## config.mk

```make
export PLATFORM = sky130hd
export DESIGN_NAME = hs_port_arbiter
export DESIGN_NICKNAME = d
export VERILOG_FILES = /design/src/rtl/hs_arb_pkg.sv /design/src/rtl/hs_arb_prio.sv /design/src/rtl/hs_port_arbiter.sv
export SDC_FILE = /design/constraint.sdc
export NUM_CORES = 1
export LEC_CHECK = 0
export CAP_MARGIN = 40
export CELL_PAD_IN_SITES_DETAIL_PLACEMENT = 1
export CELL_PAD_IN_SITES_GLOBAL_PLACEMENT = 2
export CORE_MARGIN = 8
export CORE_UTILIZATION = 24
export DETAILED_ROUTE_END_ITERATION = 16
export GPL_TIMING_DRIVEN = 0
export PLACE_DENSITY = 0.81
export RECOVER_POWER = 25
export SLEW_MARGIN = 10
export SYNTH_ARGS = -nofsm -noshare
export SYNTH_HDL_FRONTEND = slang
export SYNTH_SLANG_ARGS = --single-unit
```

## constraint.sdc

```tcl
create_clock -name clk -period 1.6 [get_ports clk]
set_input_delay 0.32 -clock clk [delete_from_list [all_inputs] [get_ports clk]]
set_output_delay 0.32 -clock clk [all_outputs]
set_load 0.02 [all_outputs]
```

## src/rtl/hs_arb_pkg.sv

```systemverilog
// rtl/hs_arb_pkg.sv - shared types and defaults for the hiscore dump RAM port arbiter
package hs_arb_pkg;

  localparam int AW_DEF       = 6;
  localparam int PAUSEPAD_DEF = 2;
  localparam int TIMEOUT_DEF  = 4096;

  typedef enum logic [2:0] {
    IDLE,
    PAUSE,
    SETTLE,
    GRANT,
    RELEASE
  } state_e;

  typedef enum logic [1:0] {
    OWN_NONE,
    OWN_DL,
    OWN_UL,
    OWN_SC
  } owner_e;

  // One-hot {dl, ul, sc} view of an owner
  function automatic logic [2:0] owner_bits(input owner_e o);
    return {o == OWN_DL, o == OWN_UL, o == OWN_SC};
  endfunction

endpackage

```

## src/rtl/hs_arb_prio.sv

```systemverilog
// rtl/hs_arb_prio.sv - fixed-priority requester encoder (dl > ul > sc)
module hs_arb_prio
  import hs_arb_pkg::*;
(
  input  logic   dl_req,
  input  logic   ul_req,
  input  logic   sc_req,
  output owner_e owner
);

  always_comb begin
    owner = OWN_NONE;
    if (dl_req) begin
      owner = OWN_DL;
    end else if (ul_req) begin
      owner = OWN_UL;
    end else if (sc_req) begin
      owner = OWN_SC;
    end
  end

endmodule

```

## src/rtl/hs_port_arbiter.sv

```systemverilog
// rtl/hs_port_arbiter.sv - shares the hiscore dump RAM port behind the CPU pause handshake
// Optional grant watchdog enabled by defining HS_ARB_TIMEOUT_EN.
module hs_port_arbiter
  import hs_arb_pkg::*;
#(
  parameter int AW       = AW_DEF,
  parameter int PAUSEPAD = PAUSEPAD_DEF,
  parameter int TIMEOUT  = TIMEOUT_DEF
) (
  input  logic          clk,
  input  logic          reset,
  input  logic          paused_i,
  output logic          pause_req_o,
  input  logic          dl_req,
  input  logic [AW-1:0] dl_addr,
  input  logic [7:0]    dl_data,
  input  logic          dl_wr,
  output logic          dl_gnt,
  input  logic          ul_req,
  input  logic [AW-1:0] ul_addr,
  input  logic          ul_rd,
  output logic          ul_gnt,
  output logic          ul_valid,
  input  logic          sc_req,
  input  logic [AW-1:0] sc_addr,
  input  logic          sc_rd,
  output logic          sc_gnt,
  output logic          sc_valid,
  output logic [AW-1:0] ram_addr,
  output logic          ram_we,
  output logic [7:0]    ram_wdata,
  output logic          busy_o
);

  state_e        state_q, state_d;
  owner_e        owner_q, owner_d, winner;
  logic [3:0]    cnt_q, cnt_d;
  logic          held_q, held_d;
  logic          pause_q, pause_d;
  logic [2:0]    gnt_q, gnt_d;
  logic          we_q, we_d;
  logic [AW-1:0] addr_q, addr_d;
  logic [7:0]    wdata_q, wdata_d;
  logic [1:0]    rd_q, rd_d;
  logic [1:0]    valid_q, valid_d;
  logic          busy_q, busy_d;

  logic [2:0]    req_vec, arb_req;
  logic          owner_req, owner_stb, io_ok, timeout_hit, gnt_on;
  logic [AW-1:0] owner_addr;

  assign req_vec = {dl_req, ul_req, sc_req};

  always_comb begin
    owner_req  = 1'b0;
    owner_stb  = 1'b0;
    owner_addr = '0;
    case (owner_q)
      OWN_DL: begin owner_req = dl_req; owner_stb = dl_wr; owner_addr = dl_addr; end
      OWN_UL: begin owner_req = ul_req; owner_stb = ul_rd; owner_addr = ul_addr; end
      OWN_SC: begin owner_req = sc_req; owner_stb = sc_rd; owner_addr = sc_addr; end
      default: ;
    endcase
  end

  // Strobes reach the RAM only while granted and the CPU is really halted
  assign io_ok = (state_q == GRANT) && paused_i;

`ifdef HS_ARB_TIMEOUT_EN
  logic [15:0] wd_q, wd_d;
  logic [2:0]  mask_q, mask_d;

  assign timeout_hit = (state_q == GRANT) && !(io_ok && owner_stb) &&
                       (wd_q == 16'(TIMEOUT - 1));
  assign arb_req     = req_vec & ~mask_q;

  // A timed-out owner stays masked until it lets go of its request
  always_comb begin
    wd_d   = '0;
    mask_d = mask_q & req_vec;
    if (state_q == GRANT) begin
      wd_d = (io_ok && owner_stb) ? 16'd0 : wd_q + 16'd1;
    end
    if (timeout_hit) begin
      mask_d = mask_d | owner_bits(owner_q);
    end
  end

  always_ff @(posedge clk or posedge reset) begin
    if (reset) begin
      wd_q   <= '0;
      mask_q <= '0;
    end else begin
      wd_q   <= wd_d;
      mask_q <= mask_d;
    end
  end
`else
  logic [15:0] unused_timeout;

  assign unused_timeout = 16'(TIMEOUT);
  assign timeout_hit    = 1'b0;
  assign arb_req        = req_vec;
`endif

  hs_arb_prio u_prio (
    .dl_req (arb_req[2]),
    .ul_req (arb_req[1]),
    .sc_req (arb_req[0]),
    .owner  (winner)
  );

  always_comb begin
    state_d = state_q;
    owner_d = owner_q;
    cnt_d   = cnt_q;
    held_d  = held_q;
    case (state_q)
      IDLE: begin
        if (winner != OWN_NONE) begin
          owner_d = winner;
          state_d = PAUSE;
        end
      end
      PAUSE: begin
        if (!owner_req) begin
          state_d = RELEASE;
        end else if (paused_i) begin
          cnt_d   = '0;
          state_d = (PAUSEPAD == 0) ? GRANT : SETTLE;
        end
      end
      SETTLE: begin
        if (!owner_req) begin
          state_d = RELEASE;
        end else if (!paused_i) begin
          state_d = PAUSE;
        end else if (cnt_q == 4'(PAUSEPAD - 1)) begin
          state_d = GRANT;
        end else begin
          cnt_d = cnt_q + 4'd1;
        end
      end
      GRANT: begin
        held_d = 1'b1;
        if (!owner_req || timeout_hit) begin
          state_d = RELEASE;
        end else if (!paused_i) begin
          state_d = PAUSE;
        end
      end
      RELEASE: begin
        state_d = IDLE;
        owner_d = OWN_NONE;
        held_d  = 1'b0;
      end
      default: state_d = IDLE;
    endcase
  end

  // Outputs are registered from the next state so they line up with it
  always_comb begin
    gnt_on  = (state_d == GRANT) ||
              (held_d && ((state_d == PAUSE) || (state_d == SETTLE)));
    pause_d = (state_d == PAUSE) || (state_d == SETTLE) || (state_d == GRANT);
    busy_d  = (state_d != IDLE);
    gnt_d   = gnt_on ? owner_bits(owner_d) : 3'b000;
    addr_d  = addr_q;
    wdata_d = wdata_q;
    if (io_ok) begin
      addr_d = owner_addr;
      if (owner_q == OWN_DL) begin
        wdata_d = dl_data;
      end
    end
    we_d    = io_ok && (owner_q == OWN_DL) && dl_wr;
    rd_d    = {io_ok && (owner_q == OWN_UL) && ul_rd,
               io_ok && (owner_q == OWN_SC) && sc_rd};
    valid_d = rd_q;
  end

  always_ff @(posedge clk or posedge reset) begin
    if (reset) begin
      state_q <= IDLE;
      owner_q <= OWN_NONE;
      cnt_q   <= '0;
      held_q  <= 1'b0;
      pause_q <= 1'b0;
      gnt_q   <= '0;
      we_q    <= 1'b0;
      addr_q  <= '0;
      wdata_q <= '0;
      rd_q    <= '0;
      valid_q <= '0;
      busy_q  <= 1'b0;
    end else begin
      state_q <= state_d;
      owner_q <= owner_d;
      cnt_q   <= cnt_d;
      held_q  <= held_d;
      pause_q <= pause_d;
      gnt_q   <= gnt_d;
      we_q    <= we_d;
      addr_q  <= addr_d;
      wdata_q <= wdata_d;
      rd_q    <= rd_d;
      valid_q <= valid_d;
      busy_q  <= busy_d;
    end
  end

  assign pause_req_o = pause_q;
  assign dl_gnt      = gnt_q[2];
  assign ul_gnt      = gnt_q[1];
  assign sc_gnt      = gnt_q[0];
  assign ram_we      = we_q;
  assign ram_addr    = addr_q;
  assign ram_wdata   = wdata_q;
  assign ul_valid    = valid_q[1];
  assign sc_valid    = valid_q[0];
  assign busy_o      = busy_q;

endmodule

```

==> out/metrics.csv <==
metric,value,unit
status,finished with violations,
failing checks,negative setup slack,
share of cells above drive strength 1,17.2,%
Die Wd,97.6,µm
leak pwr,1.20,nW
die area,9520,µm²
total grt overflow,0,
"Primary FF master, synth",dfrtp_1,
hpwl dp,3.39,mm
hold wc startpoint,rd_q[1]$_DFF_PP0_,
reg-to-reg startpoint,owner_q[0]$_DFF_PP0_,
first-pass GRT wire length,7.60,mm
GP Congestion,0.753,
yosys warns,0,
TritonCTS Sinks,34,
final total power,3.83,mW
register area,856,µm²
synthesized area,1600,µm²
Rows,29,
number of fill cells,712,
setup violators final,2,
Power Dens Cells,1550,nW/µm²
crit start category,register,
Initial Utilization,25.0,%
final-stage net count,258,
fin crit period,1.63,ns
H-tree depth,2,
slew at the pin closest to its max-slew limit,0.718,ns
drc violations,0,
TritonCTS clock tree,yes,
Worst Hold Class,register to register,
"Max FO, Critical Path",5,
area delta synth->final,54.7,%
Seq cells post-synth,34,
WL/cell,15.0,µm
initial antenna violation count,0,
antenna-violating nets left,0,
Rel. slew slack,52.1,%
Crit Path Class,register to register,
CP required,1.79,ns
Routed WL,4.48,mm
most frequent cells in the layout,"clkdlybuf4s50_1, dfrtp_1, nand2_1",
hold slack,0.358,ns
"Clk pin slew, worst setup/hold paths",0.07,ns
syn_area_per_cell,10.4,µm²
post-route core utilization,38.7,%
root buffer cell,clkbuf_8,
Ports,57,
Multi-input gate area,749,µm²
Final Hold Viols,0,
vias,1397,
MaxCap Viol Count,0,
Max Buffers Root-to-Sink,2,
RSZ-0062 raised after global routing,true,
arrival time worst endpoint,1.81,ns
Worst-Skew Late Latency,0.28,ns
ys async rst share,100,%
final worst slack,-0.0269,ns
Setup Skew,0.00457,ns
Ant. Diodes,0,
CP Capture Type,register,
via-per-instance ratio,4.69,
Max VDD drop,0.610,mV
largest net degree at the start of global routing,35,
post-synthesis cell count,153,
"most common cell after layout, fill and taps aside",clkdlybuf4s50_1,
Max Fclk,0.615,GHz
post-synth net total,190,
post-synthesis sequential area ratio,53.2,%
"EDFF count, synth",0,
Hold Buf Count CTS,0,
Max Slew Vio Count,0,
core area,6390,µm²
crit share post-route,102,%
Tot GR Track Use,9.74,%
CP Launch Point,owner_q[0]$_DFF_PP0_,
TritonCTS buffer count,5,
DRT iter0 DRCs,26,
die height,97.6,µm
first-pass detailed-route iteration total,4,
Synth cell types,38,
number of global-route vias before repair,1524,
port bufs,56,
==> layer usage <==
metal	global-route usage (%)	routed length (µm)	vias to the layer above
li1	-	-	673
met1	11.7	2020	682
met2	15.6	2140	36
met3	3.77	270	6
met4	2.80	47	0
met5	0	0	-
==> registers in the layout (all words and copies together) (netlist names) <==
register and cells:
cnt_q 4, held_q 1, state_q 3, owner_q 2
rd_q 2, ram_wdata 8, ram_we 1, valid_q 2
ram_addr 6, gnt_q 3, pause_req_o 1, busy_o 1
==> worst max-delay path, stage by stage (launching register included) <==
cell and delay [ns]:
dfrtp_1 0.42, mux2i_1 0.16, a2111o_1 0.55, buf_6 0.18
o31ai_2 0.23
==> stage by stage <==
step                instance area [µm²]  TNS [ns]  setup WS [ns]  std cells
floorplan                          1600         0         0.0558        153
global placement                   2250    -21.88         -0.566        286
detailed placement                 2250    -10.95         -0.563        286
CTS                                2420         0       0.000376        297
global route                       2470    -0.595        -0.0978        298
finish                             2470   -0.0401        -0.0269        298
==> Yosys cell counts, types with 3 or more instances <==
library cell	count	area, µm²
mux2i_1	8	80.1
clkbuf_1	3	11.3
nor2_1	14	52.6
dfrtp_1	34	851
a21oi_1	9	45.0
mux2_1	8	90.1
buf_2	3	15.0
nand2_1	14	52.6
nor3_1	4	20.0
o21ai_1	12	60.1
nor2b_1	3	18.8
inv_1	7	26.3
==> what timing repair did <==
action,CTS,global route
hold endpoints to repair,0,0
gates resized for setup,26,13
gates cloned,1,0
pin swaps,6,3
setup buffers,4,1
endpoints found under the setup margin,25,20
==> final timing paths <==
check	endpoint	slack (ns)	depth (start not counted)
min in group asynchronous	held_q$_DFF_PP0_	0.62	2
max reg2reg	cnt_q[1]$_DFFE_PP0P_	-0.03	4
max in group asynchronous	state_q[1]$_DFF_PP0_	0.48	2
max	cnt_q[1]$_DFFE_PP0P_	-0.03	4
min	valid_q[1]$_DFF_PP0_	0.36	0
min reg2reg	valid_q[1]$_DFF_PP0_	0.36	0
==> cells by family (layout without fill, tap and decap cells) <==
family,after synthesis,in the layout,share of synthesized area [%]
muxes,16,16,10.7
AOI/OAI and AO/OA,35,35,14.3
buffers and inverters,14,82,3.52
adders and majority gates,2,2,1.57
DFF,34,34,53.3
and+or+nand+nor,52,52,16.7
==> report_power, final <==
group          total, mW  internal, mW  switching (mW)  leakage [nW]
logic               1.94         0.878            1.06         0.715
registers           1.31          1.12           0.188         0.442
clock network      0.584         0.292           0.293        0.0438
total               3.83          2.29            1.54          1.20
==> final cells by class <==
| class | instances | share of cell area [%] |
|---|---|---|
| clock buffers | 5 | 2.78 |
| multi-input cells | 105 | 30.3 |
| plain buffers | 5 | 1.37 |
| clock inverters | 2 | 0.405 |
| repair buffers | 62 | 25.4 |
| well taps | 77 | 3.90 |
| inverters | 8 | 1.22 |
| flip-flops and latches | 34 | 34.6 |
Power figures use the tool's default switching activity.
